==> src/rtl/mshr_split_tagged.sv <==
`default_nettype none
// mshr_split_tagged: split load/store miss tracker; repairs complete out of order by tag {is_store, idx}.
// Optional feature macro: MSHR_LD_MERGE_EN (loads to an already-tracked line merge onto that entry).
module mshr_split_tagged #(
  parameter int LD_ENTS         = 8,
  parameter int ST_ENTS         = 8,
  parameter int ADDR_W          = 32,
  parameter int DATA_W          = 32,
  parameter int ROB_IDX_W       = 6,
  parameter int LINE_OFF_W      = 4,
  parameter int ST_STARVE_LIMIT = 4,
  localparam int IDX_W    = $clog2((LD_ENTS > ST_ENTS) ? LD_ENTS : ST_ENTS),
  localparam int LD_CNT_W = $clog2(LD_ENTS + 1),
  localparam int ST_CNT_W = $clog2(ST_ENTS + 1)
) (
  input  logic                 clk_i,
  input  logic                 rst_i,
  input  logic                 flush_i,
  input  logic                 ld_alloc_valid_i,
  input  logic [ADDR_W-1:0]    ld_alloc_addr_i,
  input  logic [ROB_IDX_W-1:0] ld_alloc_rob_idx_i,
  output logic                 ld_alloc_ready_o,
  output logic [IDX_W-1:0]     ld_alloc_idx_o,
  output logic                 ld_merge_hit_o,
  input  logic                 st_alloc_valid_i,
  input  logic [ADDR_W-1:0]    st_alloc_addr_i,
  input  logic [DATA_W-1:0]    st_alloc_data_i,
  input  logic [ROB_IDX_W-1:0] st_alloc_rob_idx_i,
  output logic                 st_alloc_ready_o,
  output logic                 req_valid_o,
  input  logic                 req_ready_i,
  output logic                 req_is_store_o,
  output logic [IDX_W-1:0]     req_idx_o,
  output logic [ADDR_W-1:0]    req_addr_o,
  output logic [DATA_W-1:0]    req_data_o,
  output logic [ROB_IDX_W-1:0] req_rob_idx_o,
  input  logic                 done_valid_i,
  input  logic                 done_is_store_i,
  input  logic [IDX_W-1:0]     done_idx_i,
  output logic [LD_CNT_W-1:0]  ld_count_o,
  output logic [ST_CNT_W-1:0]  st_count_o
);

  localparam int SC_W = (ST_STARVE_LIMIT > 0) ? $clog2(ST_STARVE_LIMIT + 1) : 1;
  localparam logic [SC_W-1:0] STARVE_MAX = SC_W'(ST_STARVE_LIMIT);

  typedef enum logic [1:0] {
    E_FREE   = 2'd0,
    E_PEND   = 2'd1,
    E_ISSUED = 2'd2
  } ent_e;

  ent_e                 ld_st   [LD_ENTS];
  logic [ADDR_W-1:0]    ld_addr [LD_ENTS];
  logic [ROB_IDX_W-1:0] ld_rob  [LD_ENTS];
  ent_e                 st_st   [ST_ENTS];
  logic [ADDR_W-1:0]    st_addr [ST_ENTS];
  logic [DATA_W-1:0]    st_data [ST_ENTS];
  logic [ROB_IDX_W-1:0] st_rob  [ST_ENTS];

  logic             hold_q;
  logic             hold_store_q;
  logic [IDX_W-1:0] hold_idx_q;
  logic [SC_W-1:0]  starve_q;

  logic             ld_free_any, ld_pend_any, st_free_any, st_pend_any;
  logic [IDX_W-1:0] ld_free_idx, ld_pend_idx, st_free_idx, st_pend_idx;
  logic             merge_ok;
  logic [IDX_W-1:0] merge_idx;
  logic             sel_valid, sel_store;
  logic [IDX_W-1:0] sel_idx;
  logic             grant, ld_fire, st_fire;

  always_comb begin
    ld_free_any = 1'b0;
    ld_free_idx = '0;
    ld_pend_any = 1'b0;
    ld_pend_idx = '0;
    ld_count_o  = '0;
    for (int i = LD_ENTS - 1; i >= 0; i--) begin
      if (ld_st[i] == E_FREE) begin
        ld_free_any = 1'b1;
        ld_free_idx = IDX_W'(i);
      end
      if (ld_st[i] == E_PEND) begin
        ld_pend_any = 1'b1;
        ld_pend_idx = IDX_W'(i);
      end
      ld_count_o = ld_count_o + LD_CNT_W'(ld_st[i] != E_FREE);
    end
  end

  always_comb begin
    st_free_any = 1'b0;
    st_free_idx = '0;
    st_pend_any = 1'b0;
    st_pend_idx = '0;
    st_count_o  = '0;
    for (int i = ST_ENTS - 1; i >= 0; i--) begin
      if (st_st[i] == E_FREE) begin
        st_free_any = 1'b1;
        st_free_idx = IDX_W'(i);
      end
      if (st_st[i] == E_PEND) begin
        st_pend_any = 1'b1;
        st_pend_idx = IDX_W'(i);
      end
      st_count_o = st_count_o + ST_CNT_W'(st_st[i] != E_FREE);
    end
  end

`ifdef MSHR_LD_MERGE_EN
  // A merge is a line match against any tracked load; merges are suppressed while flushing.
  always_comb begin
    merge_ok  = 1'b0;
    merge_idx = '0;
    for (int i = LD_ENTS - 1; i >= 0; i--) begin
      if (ld_st[i] != E_FREE &&
          ld_addr[i][ADDR_W-1:LINE_OFF_W] == ld_alloc_addr_i[ADDR_W-1:LINE_OFF_W]) begin
        merge_ok  = !flush_i;
        merge_idx = IDX_W'(i);
      end
    end
  end
`else
  assign merge_ok  = 1'b0;
  assign merge_idx = '0;
`endif

  assign ld_merge_hit_o   = ld_alloc_valid_i && merge_ok;
  assign ld_alloc_ready_o = ld_free_any || merge_ok;
  assign ld_alloc_idx_o   = merge_ok ? merge_idx : ld_free_idx;
  assign st_alloc_ready_o = st_free_any;
  assign ld_fire = ld_alloc_valid_i && ld_free_any && !merge_ok && !flush_i;
  assign st_fire = st_alloc_valid_i && st_free_any && !flush_i;

  // A stalled request is pinned so a newly pending lower index cannot displace it.
  always_comb begin
    sel_valid = 1'b0;
    sel_store = 1'b0;
    sel_idx   = '0;
    if (hold_q) begin
      sel_valid = 1'b1;
      sel_store = hold_store_q;
      sel_idx   = hold_idx_q;
    end else if (st_pend_any && (!ld_pend_any || starve_q == STARVE_MAX)) begin
      sel_valid = 1'b1;
      sel_store = 1'b1;
      sel_idx   = st_pend_idx;
    end else if (ld_pend_any) begin
      sel_valid = 1'b1;
      sel_idx   = ld_pend_idx;
    end
  end

  always_comb begin
    req_addr_o    = '0;
    req_data_o    = '0;
    req_rob_idx_o = '0;
    for (int i = 0; i < LD_ENTS; i++) begin
      if (sel_valid && !sel_store && IDX_W'(i) == sel_idx) begin
        req_addr_o    = ld_addr[i];
        req_rob_idx_o = ld_rob[i];
      end
    end
    for (int i = 0; i < ST_ENTS; i++) begin
      if (sel_valid && sel_store && IDX_W'(i) == sel_idx) begin
        req_addr_o    = st_addr[i];
        req_data_o    = st_data[i];
        req_rob_idx_o = st_rob[i];
      end
    end
  end

  assign req_valid_o    = sel_valid;
  assign req_is_store_o = sel_valid && sel_store;
  assign req_idx_o      = sel_valid ? sel_idx : '0;
  assign grant          = sel_valid && req_ready_i;

  always_ff @(posedge clk_i or posedge rst_i) begin
    if (rst_i) begin
      for (int i = 0; i < LD_ENTS; i++) begin
        ld_st[i]   <= E_FREE;
        ld_addr[i] <= '0;
        ld_rob[i]  <= '0;
      end
      for (int i = 0; i < ST_ENTS; i++) begin
        st_st[i]   <= E_FREE;
        st_addr[i] <= '0;
        st_data[i] <= '0;
        st_rob[i]  <= '0;
      end
      hold_q       <= 1'b0;
      hold_store_q <= 1'b0;
      hold_idx_q   <= '0;
      starve_q     <= '0;
    end else begin
      for (int i = 0; i < LD_ENTS; i++) begin
        case (ld_st[i])
          E_FREE: if (ld_fire && ld_free_idx == IDX_W'(i)) begin
            ld_st[i]   <= E_PEND;
            ld_addr[i] <= ld_alloc_addr_i;
            ld_rob[i]  <= ld_alloc_rob_idx_i;
          end
          E_PEND: begin
            if (grant && !sel_store && sel_idx == IDX_W'(i)) ld_st[i] <= E_ISSUED;
            else if (flush_i)                                ld_st[i] <= E_FREE;
          end
          E_ISSUED: if (done_valid_i && !done_is_store_i && done_idx_i == IDX_W'(i))
            ld_st[i] <= E_FREE;
          default: ld_st[i] <= E_FREE;
        endcase
      end
      for (int i = 0; i < ST_ENTS; i++) begin
        case (st_st[i])
          E_FREE: if (st_fire && st_free_idx == IDX_W'(i)) begin
            st_st[i]   <= E_PEND;
            st_addr[i] <= st_alloc_addr_i;
            st_data[i] <= st_alloc_data_i;
            st_rob[i]  <= st_alloc_rob_idx_i;
          end
          E_PEND: begin
            if (grant && sel_store && sel_idx == IDX_W'(i)) st_st[i] <= E_ISSUED;
            else if (flush_i)                               st_st[i] <= E_FREE;
          end
          E_ISSUED: if (done_valid_i && done_is_store_i && done_idx_i == IDX_W'(i))
            st_st[i] <= E_FREE;
          default: st_st[i] <= E_FREE;
        endcase
      end

      hold_q       <= sel_valid && !req_ready_i && !flush_i;
      hold_store_q <= sel_store;
      hold_idx_q   <= sel_idx;

      if (!st_pend_any)                          starve_q <= '0;
      else if (grant && sel_store)               starve_q <= '0;
      else if (grant && starve_q != STARVE_MAX)  starve_q <= starve_q + SC_W'(1);
    end
  end

endmodule
`default_nettype wire

==> config.mk <==
export PLATFORM = sky130hd
export DESIGN_NAME = mshr_split_tagged
export DESIGN_NICKNAME = d
export VERILOG_FILES = /design/src/rtl/mshr_split_tagged.sv
export SDC_FILE = /design/constraint.sdc
export NUM_CORES = 2
export LEC_CHECK = 0
export BUFFER_PORTS_ARGS = -buffer_cell sky130_fd_sc_hd__buf_2
export CORE_MARGIN = 2
export CORE_UTILIZATION = 50
export CTS_CLUSTER_SIZE = 20
export DETAILED_ROUTE_END_ITERATION = 6
export PLACE_DENSITY_LB_ADDON = 0.25
export SLEW_MARGIN = 5
export SYNTH_ARGS = -nofsm -noshare
export SYNTH_HDL_FRONTEND = slang
export SYNTH_SLANG_ARGS = --single-unit
==> constraint.sdc <==
create_clock -name clk_i -period 26.1 [get_ports clk_i]
set_input_delay 2.61 -clock clk_i [delete_from_list [all_inputs] [get_ports clk_i]]
set_output_delay 2.61 -clock clk_i [all_outputs]
set_load 0.01 [all_outputs]
# Yosys cells after proc, flatten, opt, wreduce, memory -nomap -nowiden
# Cells that the tools add are included.
[word_totals] reg_bits=904 latchBits=0 ramBits=0 romBits=0 output_inout_bits=89 word_cells=527 memories=0
[classes] n_addsub=15 mul=0 div=0 magnitude_cmp=0 n_eq_ne=118 shift=0 n_mux=181 n_bitwise=0 reduce_logical=153
[ops] op="two-way mux 32 bit" count=24
[ops] op="two-way mux 3 bit" count=39
[ops] op="two-way mux 2 bit" count=49
[ops] op="two-way mux 6 bit" count=16
[ops] op="case mux 2 bit (3 select lines)" count=16
[ops] op="logical AND 1 bit" count=79
[ops] op="equality test 3 bit, second input constant" count=17
[ops] op="inequality test 3 x 2 -> 1 bit, second input constant" count=16
[ops] op="AND reduction 3 bit" count=16
[ops] op="two-way mux 1 bit" count=37
[ops] op="adder 4 x 1 -> 4 bit" count=8
[ops] op="equality test 2 x 1 -> 1 bit, second input constant" count=16
[ops] op="equality test 2 bit, second input constant" count=16
[ops] op="zero test 2 bit" count=16
[ops] op="inequality test 2 x 1 -> 1 bit, second input constant" count=16
[ops] op="inequality test 2 bit, second input constant" count=16
[ops] op="AND reduction 2 bit" count=16
[ops] op="nonzero test 2 bit" count=16
[ops] op="equality test 3 x 2 -> 1 bit, second input constant" count=8
[ops] op="equality test 3 x 1 -> 1 bit, second input constant" count=4
[ops] op="equality test 3 bit, first input constant" count=4
[ops] op="zero test 3 bit" count=4
[ops] op="adder 3 x 1 -> 4 bit" count=2
[ops] op="adder 2 x 1 -> 3 bit" count=2
[ops] op="8 further kinds" count=14

# Longest topological paths before layout
[logic_depth] ltp_word=33 depth_mapped=15

# Least setup slack after synthesis
# Ideal clock, no wire load.
[synth_timing] kind="register to output" startpoint="reg st_st[1] (netlist name)" endpoint="out st_count_o[2]" arrival_time_ns=3.085 slack_ns=20.405 path_stages_with_launch=10 n_path_buf=0 path_cell_list="dfrtp_1 -> or2_2 -> fa_1 -> fa_1 -> inv_1 -> fa_1 -> inv_1 -> ha_1 -> fa_1 -> xor2_1"
[synth_between] elab_chain_cells=8
[synth_rtl] element="start: declaration" line_no="56" text="ent_e st_st [ST_ENTS];"
[synth_rtl] element="start signal: indexed assignment" line_no="188" text="st_st[i] <= E_FREE;"
[synth_rtl] element="start signal: indexed assignment" line_no="217" text="st_st[i] <= E_PEND;"
[synth_rtl] element="start signal: indexed assignment" line_no="223" text="if (grant && sel_store && sel_idx == IDX_W'(i)) st_st[i] <= E_ISSUED;"
[synth_rtl] element="nonzero test 2 bit" line_no="108" text="st_count_o = st_count_o + ST_CNT_W'(st_st[i] != E_FREE);"
[synth_rtl] element="adder 1 x 1 -> 2 bit" line_no="108"
[synth_rtl] element="adder 2 x 1 -> 3 bit" line_no="108"
[synth_rtl] element="adder 3 x 1 -> 4 bit" line_no="108"
[synth_rtl] element="adder 4 x 1 -> 4 bit (4 in a row)" line_no="108"
[synth_rtl] element="end: declaration" line_no="41" text="output logic [ST_CNT_W-1:0] st_count_o"
# No other way between the ends.

# Final worst setup path
[layout_timing] startpoint="reg ld_st[7] (netlist name)" endpoint="out req_addr_o[2]"
[layout_between] elab_chain_cells=30
[layout_rtl] element="start: declaration" line_no="53" text="ent_e ld_st [LD_ENTS];"
[layout_rtl] element="start signal: indexed assignment" line_no="183" text="ld_st[i] <= E_FREE;"
[layout_rtl] element="start signal: indexed assignment" line_no="201" text="ld_st[i] <= E_PEND;"
[layout_rtl] element="start signal: indexed assignment" line_no="206" text="if (grant && !sel_store && sel_idx == IDX_W'(i)) ld_st[i] <= E_ISSUED;"
[layout_rtl] element="equality test 2 x 1 -> 1 bit *" line_no="85" text="if (ld_st[i] == E_PEND) begin"
[layout_rtl] element="two-way mux 1 bit (5 in a row)" line_no="85"
[layout_rtl] element="zero test 1 bit" line_no="146" text="end else if (st_pend_any && (!ld_pend_any || starve_q == STARVE_MAX)) begin"
[layout_rtl] element="logical OR 1 bit" line_no="146"
[layout_rtl] element="logical AND 1 bit" line_no="146"
[layout_rtl] element="two-way mux 1 bit" line_no="146"
[layout_rtl] element="two-way mux 1 bit" line_no="142" text="if (hold_q) begin"
[layout_rtl] element="zero test 1 bit" line_no="161" text="if (sel_valid && !sel_store && IDX_W'(i) == sel_idx) begin"
[layout_rtl] element="logical AND 1 bit (2 in a row)" line_no="161"
[layout_rtl] element="two-way mux 32 bit (8 in a row)" line_no="161"
[layout_rtl] element="two-way mux 32 bit (7 in a row)" line_no="167" text="if (sel_valid && sel_store && IDX_W'(i) == sel_idx) begin"
[layout_rtl] element="two-way mux 32 bit *" line_no="167"
[layout_rtl] element="end: declaration" line_no="34" text="output logic [ADDR_W-1:0] req_addr_o,"
# Every way passes the cells marked *; elsewhere a longest branch is shown, timed or not.

==> out/qor.txt <==
Initial Util - 50.4%
CP max stage cell - nor3_2
Fin Setup TNS - 0 ns
Share of Yosys cell area claimed by the top area cell type - 52.8%
Sequential Power Share - 34.2%
Most frequent cells in the layout - 904 x dfrtp_1, 867 x mux2_2, 293 x nand2_1
Drt pass-1 iters - 7
Pleak - 22.6 nW
Area grow syn2layout - 12.8%
Gate power share - 39.6%
Internal power - 0.00316 W
Grt ovf - 0
Detailed Place HPWL - 85900 um
Startpoint types - register
Initial DRC Count - 3421
Maximum Capacitance Violations - 0
Synth Flop Type - dfrtp_1
Min Tclk post-route - 9.18 ns
Ys async rst share - 100%
Critical path buffer and inverter count - 5
Htree depth - 3
Clock buffer depth - 3
CTS tree - yes
Top cell family by delay on the critical path - buffers and inverters
Commonest non-fill, non-tap cell in the layout - dfrtp_1
Seq/Total Area, Yosys - 52.8%
Clk slew on worst S/H paths - 0.06 ns
Final period util - 35.2%
DR WL/cell - 28.5 um
Die H - 297 um
Initial antenna violation count - 19
Final hold vios - 0
Mean post-synth cell area - 12.1 um^2
Core area - 0.0850 mm^2
CP Capture Type - output pin
Crit path top cell by count - buf_12
Worst rel slew slack - 12.0%
Syn Inst Count - 3544
Flops & latches, synth - 904
CTS sink cnt - 904
IO Pins - 208
Status - completed
Post-synth EDFFs - 0
Slew at the pin closest to its max-slew limit - 1.31 ns
Gpl congestion - 0.899
Synth area leader - dfrtp_1
Power Density - 109 mW/mm^2
Post-route DRC - 0
Vias in the first global route - 31000
Die Footprint - 0.0880 mm^2
Area contributors post-synth - dfrtp_1 53%, mux2_2 23%, nand2_1 2.6%, a21oi_1 1.6%, o21ai_0 1.5%
Die Span X - 297 um
Synthesized area - 0.0428 mm^2
Placement Rows - 107
Final count of negative-setup-slack endpoints - 0
Postcts setup bufs - 0
Worst Setup Path Type - register to output pin
Syn_nets - 3685
Worst endpoint data arrival time - 6.57 ns
Antenna Nets Post-Route - 0
Vias per cell - 6.48
Root Buffer - clkbuf_16
Port bufs - 206
Critical Path, Cell by Cell - nand2b_1 -> nand4_1 -> o21ai_1 -> a32o_1 -> nor2_4 -> buf_12 -> inv_8 -> buf_12 -> nor3_2 -> buf_4 -> a221oi_1 -> o21a_1 -> o32ai_1 -> buf_2
CTS resizes - 0
Pin count of the biggest net entering global routing - 178
Critical path's largest stage delay - 1.09 ns
Sw Share - 39.7%
Achievable clock frequency - 109 MHz
Vias - 31800
First-pass GRT wire length - 208000 um
Yosys cell types - 90
Clock network power share - 26.2%
RSZ-0062 raised after global routing - no
Clk_skew - 0.0421 ns
Clock Latency Late Sink - 0.69 ns
Peak supply drop - 0.0000912 V
Tot GR Track Use - 31.9%
Hold_buf cts - 0
Crit path required time - 23.49 ns
Worst Hold Class - register to register
CP Max Fanout - 121
Number of buffers created by CTS - 97
Layout cells sized above 1 - 36.6%
Synth warn - 0
# nets final - 3829
WL final - 140000 um
Worst Hold Margin - 0.475 ns
Max-slew violations - 0
Net load switching power - 0.00208 W
## per-stage QoR
stage | setup slack [ns] | instances | instance area [um^2] | utilization (%) | power [W]
floorplan | 11.05 | 3544 | 42800 | - | 0.00302
global placement | 17.81 | 4733 | 45100 | 53.1 | 0.00382
detailed placement | 17.76 | 4733 | 45100 | 53.1 | 0.00384
CTS | 17.05 | 4901 | 48300 | 56.8 | 0.00521
global route | 16.83 | 4905 | 48300 | 56.8 | 0.00544
finish | 16.92 | 4912 | 48300 | 56.8 | 0.00524
## Yosys cell counts, types with 9 or more instances
library cell,count
o21ai_1,10
o221ai_1,23
o21a_1,12
ha_1,14
a22oi_1,40
nor2_1,76
a22o_1,31
a31oi_1,60
a21oi_1,140
a32oi_1,12
and3_1,28
a221oi_1,20
dfrtp_1,904
o21ai_0,129
nor3_1,35
buf_4,9
nand3_1,71
a211o_1,13
a222oi_1,18
o31ai_1,14
nand4_1,10
o22ai_1,78
a211oi_1,19
nor2b_1,17
mux2i_1,61
clkbuf_1,125
buf_1,32
nand2b_1,20
mux2_2,867
nand2_1,298
buf_2,86
o2bb2ai_1,12
o211ai_1,22
inv_1,43
or3_1,31
## cell families after synthesis
kind of cell / after synthesis / share of synthesized area (%)
flops: 904 / 52.8
buf+inv: 298 / 2.94
other cells: 1 / 0.00876
compound gates: 738 / 11.8
fa+ha+maj: 22 / 0.783
xor+xnor: 4 / 0.0994
simple gates: 642 / 7.11
mux: 935 / 24.4
## registers in the layout, indices dropped and copies added (netlist names)
signal / flops
st_data: 256
hold_q: 1
hold_idx_q: 3
st_addr: 256
hold_store_q: 1
st_st: 16
ld_rob: 48
st_rob: 48
ld_addr: 256
starve_q: 3
ld_st: 16
## power by group through the flow
stage	registers, W	clock network [W]	logic [W]
6_report	0.00179	0.00137	0.00208
5_1_grt	0.00182	0.00144	0.00218
3_3_place_gp	0.00180	0	0.00202
2_1_floorplan	0.00178	0	0.00124
3_5_place_dp	0.00181	0	0.00203
4_1_cts	0.00179	0.00138	0.00205
## final timing paths
kind	start	to	slack [ns]	cells after the start
worst max-delay path	ld_st[7]	req_addr_o[2]	16.92	14
worst min-delay path	ld_st[0]	ld_st[1]	0.48	1
worst max register to register	ld_st[7]	st_st[14]	20.77	13
worst min register to register	ld_st[0]	ld_st[1]	0.48	1
max in group asynchronous	rst_i	st_data[177]	20.17	6
min in group asynchronous	rst_i	ld_addr[124]	2.06	2
## area by class of cell
class | count | area [um^2]
diodes | 11 | 27.5
flip-flops and latches | 904 | 22600
well taps | 1144 | 1430
fillers | 7047 | 36700
clock buffers | 142 | 2750
inverters | 46 | 185
multi-input cells | 2342 | 19100
clock inverters | 26 | 372
repair buffers | 297 | 1780
## metal layers
metal,routed length (um),GRT usage [%],vias to the layer above
met5,127,0,-
met4,5100,12.1,18
met3,12800,6.55,290
met2,63000,48.0,1502
met1,58900,45.5,16600
li1,-,-,13400
No activity file was read; power rests on OpenSTA's default activity.
